===== src/rtl/sec_lectura_rtc.sv =====
// sec_lectura_rtc: sweeps the ten RTC time/date registers over a multiplexed
// AD bus (address phase, idle gap, read strobe) and writes each byte it reads
// into local memory. Every output is driven straight from a flop.
//
// Bus handshake: there is no valid/ready pair. cs_n low with wr_n low and
// a_d=0 puts the register address on the bus (bus_oe=1). cs_n low with rd_n
// low and a_d=1 lets the RTC drive bus_in. bus_in is sampled on the clock
// edge that ends the last read cycle. mem_wr is high for exactly one cycle
// and qualifies mem_data and addr_rtc.
module sec_lectura_rtc #(
   parameter int T_ADDR = 4,
   parameter int T_GAP  = 2,
   parameter int T_RD   = 4
) (
   input  logic       clk,
   input  logic       reset,
   input  logic       start,
   output logic       busy,
   output logic       done,
   output logic [7:0] addr_rtc,
   output logic       cs_n,
   output logic       rd_n,
   output logic       wr_n,
   output logic       a_d,
   output logic       bus_oe,
   output logic [7:0] bus_out,
   input  logic [7:0] bus_in,
   output logic       mem_wr,
   output logic [7:0] mem_data,
   output logic [2:0] dbg_state
);

   // A phase length of 0 is treated as 1 so that no phase is ever skipped.
   localparam logic [7:0] TA_L = (T_ADDR < 1) ? 8'd1 : 8'(T_ADDR);
   localparam logic [7:0] TG_L = (T_GAP  < 1) ? 8'd1 : 8'(T_GAP);
   localparam logic [7:0] TR_L = (T_RD   < 1) ? 8'd1 : 8'(T_RD);
   localparam logic [3:0] LAST_IDX = 4'd9;

   typedef enum logic [2:0] {
      S_IDLE  = 3'd0,
      S_ADDR  = 3'd1,
      S_GAP   = 3'd2,
      S_READ  = 3'd3,
      S_STORE = 3'd4,
      S_DONE  = 3'd5
   } state_t;

   state_t     state_q;
   logic [3:0] idx_q;
   logic [7:0] cnt_q;
   logic       busy_q, done_q, cs_n_q, rd_n_q, wr_n_q, a_d_q, bus_oe_q, mem_wr_q;
   logic [7:0] addr_q, bus_out_q, mem_data_q;

   logic [3:0] idx_d;
   logic [7:0] addr_d;

   // Register address for a sweep index; FFh is the "no register" code.
   function automatic logic [7:0] rtc_addr(input logic [3:0] i);
      logic [7:0] a;
      case (i)
         4'd0:    a = 8'h21;
         4'd1:    a = 8'h22;
         4'd2:    a = 8'h23;
         4'd3:    a = 8'h24;
         4'd4:    a = 8'h25;
         4'd5:    a = 8'h26;
         4'd6:    a = 8'h27;
         4'd7:    a = 8'h41;
         4'd8:    a = 8'h42;
         4'd9:    a = 8'h43;
         default: a = 8'hFF;
      endcase
      return a;
   endfunction

   // Index and address of the register visited after the current STORE.
   always_comb begin
      idx_d  = idx_q + 4'd1;
      addr_d = rtc_addr(idx_d);
   end

   // Sweep FSM; outputs are loaded for the state being entered.
   always_ff @(posedge clk) begin
      if (!reset) begin
         state_q    <= S_IDLE;
         idx_q      <= 4'd0;
         cnt_q      <= 8'd0;
         busy_q     <= 1'b0;
         done_q     <= 1'b0;
         cs_n_q     <= 1'b1;
         rd_n_q     <= 1'b1;
         wr_n_q     <= 1'b1;
         a_d_q      <= 1'b1;
         bus_oe_q   <= 1'b0;
         bus_out_q  <= 8'h00;
         addr_q     <= 8'hFF;
         mem_wr_q   <= 1'b0;
         mem_data_q <= 8'h00;
      end else begin
         case (state_q)
            S_IDLE: begin
               if (start) begin
                  state_q   <= S_ADDR;
                  idx_q     <= 4'd0;
                  cnt_q     <= 8'd0;
                  busy_q    <= 1'b1;
                  addr_q    <= rtc_addr(4'd0);
                  bus_out_q <= rtc_addr(4'd0);
                  cs_n_q    <= 1'b0;
                  wr_n_q    <= 1'b0;
                  a_d_q     <= 1'b0;
                  bus_oe_q  <= 1'b1;
               end
            end
            S_ADDR: begin
               if (cnt_q == TA_L - 8'd1) begin
                  state_q   <= S_GAP;
                  cnt_q     <= 8'd0;
                  cs_n_q    <= 1'b1;
                  wr_n_q    <= 1'b1;
                  a_d_q     <= 1'b1;
                  bus_oe_q  <= 1'b0;
                  bus_out_q <= 8'h00;
               end else begin
                  cnt_q <= cnt_q + 8'd1;
               end
            end
            S_GAP: begin
               if (cnt_q == TG_L - 8'd1) begin
                  state_q <= S_READ;
                  cnt_q   <= 8'd0;
                  cs_n_q  <= 1'b0;
                  rd_n_q  <= 1'b0;
               end else begin
                  cnt_q <= cnt_q + 8'd1;
               end
            end
            S_READ: begin
               if (cnt_q == TR_L - 8'd1) begin
                  state_q    <= S_STORE;
                  cnt_q      <= 8'd0;
                  cs_n_q     <= 1'b1;
                  rd_n_q     <= 1'b1;
                  mem_wr_q   <= 1'b1;
                  mem_data_q <= bus_in;
               end else begin
                  cnt_q <= cnt_q + 8'd1;
               end
            end
            S_STORE: begin
               mem_wr_q <= 1'b0;
               if (idx_q == LAST_IDX) begin
                  state_q <= S_DONE;
                  idx_q   <= 4'd0;
                  busy_q  <= 1'b0;
                  done_q  <= 1'b1;
                  addr_q  <= 8'hFF;
               end else begin
                  state_q   <= S_ADDR;
                  idx_q     <= idx_d;
                  addr_q    <= addr_d;
                  bus_out_q <= addr_d;
                  cs_n_q    <= 1'b0;
                  wr_n_q    <= 1'b0;
                  a_d_q     <= 1'b0;
                  bus_oe_q  <= 1'b1;
               end
            end
            S_DONE: begin
               // start is deliberately not looked at here: no queued sweeps.
               state_q <= S_IDLE;
               done_q  <= 1'b0;
            end
            default: begin
               state_q <= S_IDLE;
            end
         endcase
      end
   end

   assign busy      = busy_q;
   assign done      = done_q;
   assign addr_rtc  = addr_q;
   assign cs_n      = cs_n_q;
   assign rd_n      = rd_n_q;
   assign wr_n      = wr_n_q;
   assign a_d       = a_d_q;
   assign bus_oe    = bus_oe_q;
   assign bus_out   = bus_out_q;
   assign mem_wr    = mem_wr_q;
   assign mem_data  = mem_data_q;
   assign dbg_state = state_q;

endmodule


===== config.mk =====
export PLATFORM = sky130hd
export DESIGN_NAME = sec_lectura_rtc
export DESIGN_NICKNAME = d
export VERILOG_FILES = /design/src/rtl/sec_lectura_rtc.sv
export SDC_FILE = /design/constraint.sdc
export NUM_CORES = 1
export LEC_CHECK = 0
export CAP_MARGIN = 0
export CORE_MARGIN = 10
export CORE_UTILIZATION = 40
export DETAILED_ROUTE_END_ITERATION = 7
export PLACE_DENSITY_LB_ADDON = 0.25
export SYNTH_ARGS = -nofsm -noshare
export SYNTH_HDL_FRONTEND = slang
export SYNTH_SLANG_ARGS = --single-unit

===== constraint.sdc =====
create_clock -name clk -period 2.4 [get_ports clk]
set_clock_uncertainty 0.05 [all_clocks]
set_input_delay 0.36 -clock clk [delete_from_list [all_inputs] [get_ports clk]]
set_output_delay 0.36 -clock clk [all_outputs]
set_load 0.03 [all_outputs]

==> impl_metrics.json <==
{
  "gp_congestion": 0.810,
  "dp_slack_ps": 323,
  "cp.arrival_ps": 1690,
  "path_buf_inv": 1,
  "synthFlopType": "dfxtp_1",
  "period_share": 0.876,
  "hold_buffers": 0,
  "vias": 1867,
  "r2r_end": "cs_n",
  "postRouteAntennaNets": 0,
  "clk_path_buf_depth": 2,
  "ys_ff_latch": 42,
  "num_antenna_cells": 0,
  "vias_per_cell": 5.03,
  "netlist.top_cell.by_area": "dfxtp_1",
  "pwr_density_cell_nw_per_um2": 512,
  "p_leak_nw": 0.983,
  "portBuffers": 45,
  "rsz0062_at_grt": "false",
  "overflow": 0,
  "drt-total-wl_um": 5140,
  "yosys.area_share.simple": 0.248,
  "m1WireLength_um": 2570,
  "drt_iter0_drc": 126,
  "core-area_um2": 5110,
  "clkTransAtPathRegs_ps": 80,
  "vdd_drop_max_uv": 210,
  "cts_setup_buffers": 0,
  "cts_tree": "yes",
  "cp_slowest_cell": "clkdlybuf4s50_1",
  "drive_gt1_frac": 0.0631,
  "synth_edf_count": 0,
  "critPathMaxStageDelay_ps": 790,
  "wl_met3_um": 301,
  "fin_nets": 320,
  "synth_top_family_by_area": "simple AND/OR/NAND/NOR gates",
  "cts_num_sinks": 42,
  "dr.pass1.iters": 4,
  "grt_pass1_wl_um": 8710,
  "synth_warnings": 0,
  "die_w_um": 92.7,
  "netlist_area_um2": 2120,
  "postLayoutSetupSlackWorst_ps": 298,
  "crit_chain": "clkdlybuf4s50_1",
  "syn_avg_cell_area_um2": 8.11,
  "crit_family": "buffers and inverters",
  "root_buffer": "clkbuf_8",
  "end_kind": "primary output",
  "synth_mux_area_frac": 0.00946,
  "grt_use_total": 0.121,
  "crit_required_ps": 1990,
  "dr.max_layer_used": "met4",
  "hold_class": "reg -> reg",
  "wl_met2_um": 2210,
  "yosys.area_share.adder": 0.0473,
  "drc_errors": 0,
  "tns_ps": 0,
  "h-tree-depth": 2,
  "crit_start": "dbg_state[2]",
  "r2r_slack_ps": 440,
  "cts_resized": 0,
  "worst_pin_slew_ps": 610,
  "maxSlewViolCount": 0,
  "internal-power_mw": 1.00,
  "synth_cell_types": 46,
  "wl_per_cell_um": 13.8,
  "die_h_um": 92.7,
  "yosys-top-cells-area": "dfxtp_1 40%, nand2_1 6.2%, nor2_1 5.7%, ha_1 4.7%, o21ai_0 4.7%",
  "die_area_um2": 8600,
  "synth-xor-area-share": 0.0373,
  "yosysMostFrequentCell": "dfxtp_1",
  "io_pins": 46,
  "hold_viol": 0,
  "synth.net_count": 280,
  "worstReg2RegStart": "dbg_state[1]",
  "start_util": 0.414,
  "synth_top_area_frac": 0.397,
  "grt_max_degree": 17,
  "reg2regPathDepth": 4,
  "period_minus_slack_ps": 2100,
  "first_global_vias": 1751,
  "outcome": "finished clean",
  "crit_end": "dbg_state[2]",
  "async_flop_share": 0,
  "crit_type": "reg -> out",
  "synth_cells": 261,
  "fmax_mhz": 476,
  "syn2layout_area_growth_pct": 26.7,
  "yosysSeqAreaShare": 0.397,
  "ys_top_cells_by_count": "42 x dfxtp_1, 35 x nand2_1, 32 x nor2_1",
  "clock_latency_ps": 290,
  "cp_max_fo": 16,
  "p_sw_mw": 0.367,
  "power.share.clock": 0.309,
  "cp_num_cells": 1,
  "slew_headroom": 0.590,
  "crit_path_start_kind": "flip-flop",
  "synth-compound-area-share": 0.208,
  "p_sw_frac": 0.268,
  "pwr-share-seq": 0.538,
  "drv_cap": 0,
  "grt_antenna_before_repair": 0,
  "p_comb_frac": 0.153,
  "cts_buffers": 5,
  "dp_hpwl_um": 3870,
  "num_rows": 26,
  "setup_viol": 0
}
## registers in the layout, summed over array words and instances (netlist names)
signal	flops
cnt_q	8
mem_data	8
addr_rtc	6
bus_out	6
idx_q	4
dbg_state	3
a_d	1
bus_oe	1
busy	1
cs_n	1
done	1
mem_wr	1
rd_n	1
## worst min-delay path by stage
stage	startpoint	end	slack, ps	cells after the start
after CTS	mem_data[6]	mem_data[6]	410	2
after global placement	mem_data[6]	mem_data[6]	390	2
after detailed placement	mem_data[6]	mem_data[6]	400	2
after floorplan	cnt_q[7]	cnt_q[7]	410	2
after global routing	mem_data[1]	mem_data[1]	440	2
final	mem_data[6]	mem_data[6]	410	2
## power by group through the flow
stage	Sequential, mW	Clock, mW	Combinational, mW
after floorplan	0.786	0	0.0962
after global placement	0.753	0	0.211
after detailed placement	0.754	0	0.211
after CTS	0.738	0.437	0.212
after global routing	0.741	0.473	0.228
final	0.738	0.423	0.210
## layout by cell type (no fill, tap or decap), types with 2 or more instances in the layout
cell type and instances:
o21ai_0 20, buf_4 5, clkdlybuf4s50_1 45, mux2i_1 2, nor2b_1 2, nand2b_1 5, nand4_1 2, and3_1 4
nand2_1 35, and2_1 3, o31ai_1 3, a21oi_1 19, nor2_1 32, o22ai_1 2, a211o_1 4, inv_1 6
clkbuf_8 5, xor2_1 4, ha_1 8, clkinv_2 2, dfxtp_1 42, nor3_1 7, nand3_1 9, nor3b_1 2
a21o_1 3, a31oi_1 4, a211oi_1 2, xnor2_1 5
## cells by family (layout without fill, tap and decap cells)
family / after synthesis / count (layout)
xor+xnor: 9 / 9
simple gates: 108 / 108
mux: 2 / 2
buf+inv: 23 / 63
compound gates: 69 / 69
fa+ha+maj: 8 / 8
flops: 42 / 42
## layout make-up
cell class              count  area [um^2]
fillers                   495         2430
clock inverters             2         10.0
inverters                   6         22.5
clock buffers               5         68.8
repair buffers             50          488
well taps                  70         87.6
multi-input cells         196         1160
flip-flops and latches     42          841
## per-stage QoR
step / instance area [um^2] / hold WS, ps / instances / utilization / total power [mW]
3_3_place_gp: 2600 / 393 / 364 / 0.509 / 0.964
5_1_grt: 2680 / 440 / 371 / 0.525 / 1.44
6_report: 2680 / 405 / 371 / 0.525 / 1.37
4_1_cts: 2680 / 408 / 371 / 0.525 / 1.39
2_1_floorplan: 2120 / 414 / 261 / - / 0.882
3_5_place_dp: 2600 / 397 / 364 / 0.509 / 0.966
## metal layers
metal / GRT usage / vias to the layer above
li1: - / 988
met3: 0.0436 / 5
met2: 0.175 / 35
met1: 0.164 / 839
met5: 0 / -
met4: 0.0347 / 0
No activity file was read; power rests on OpenSTA's default activity.
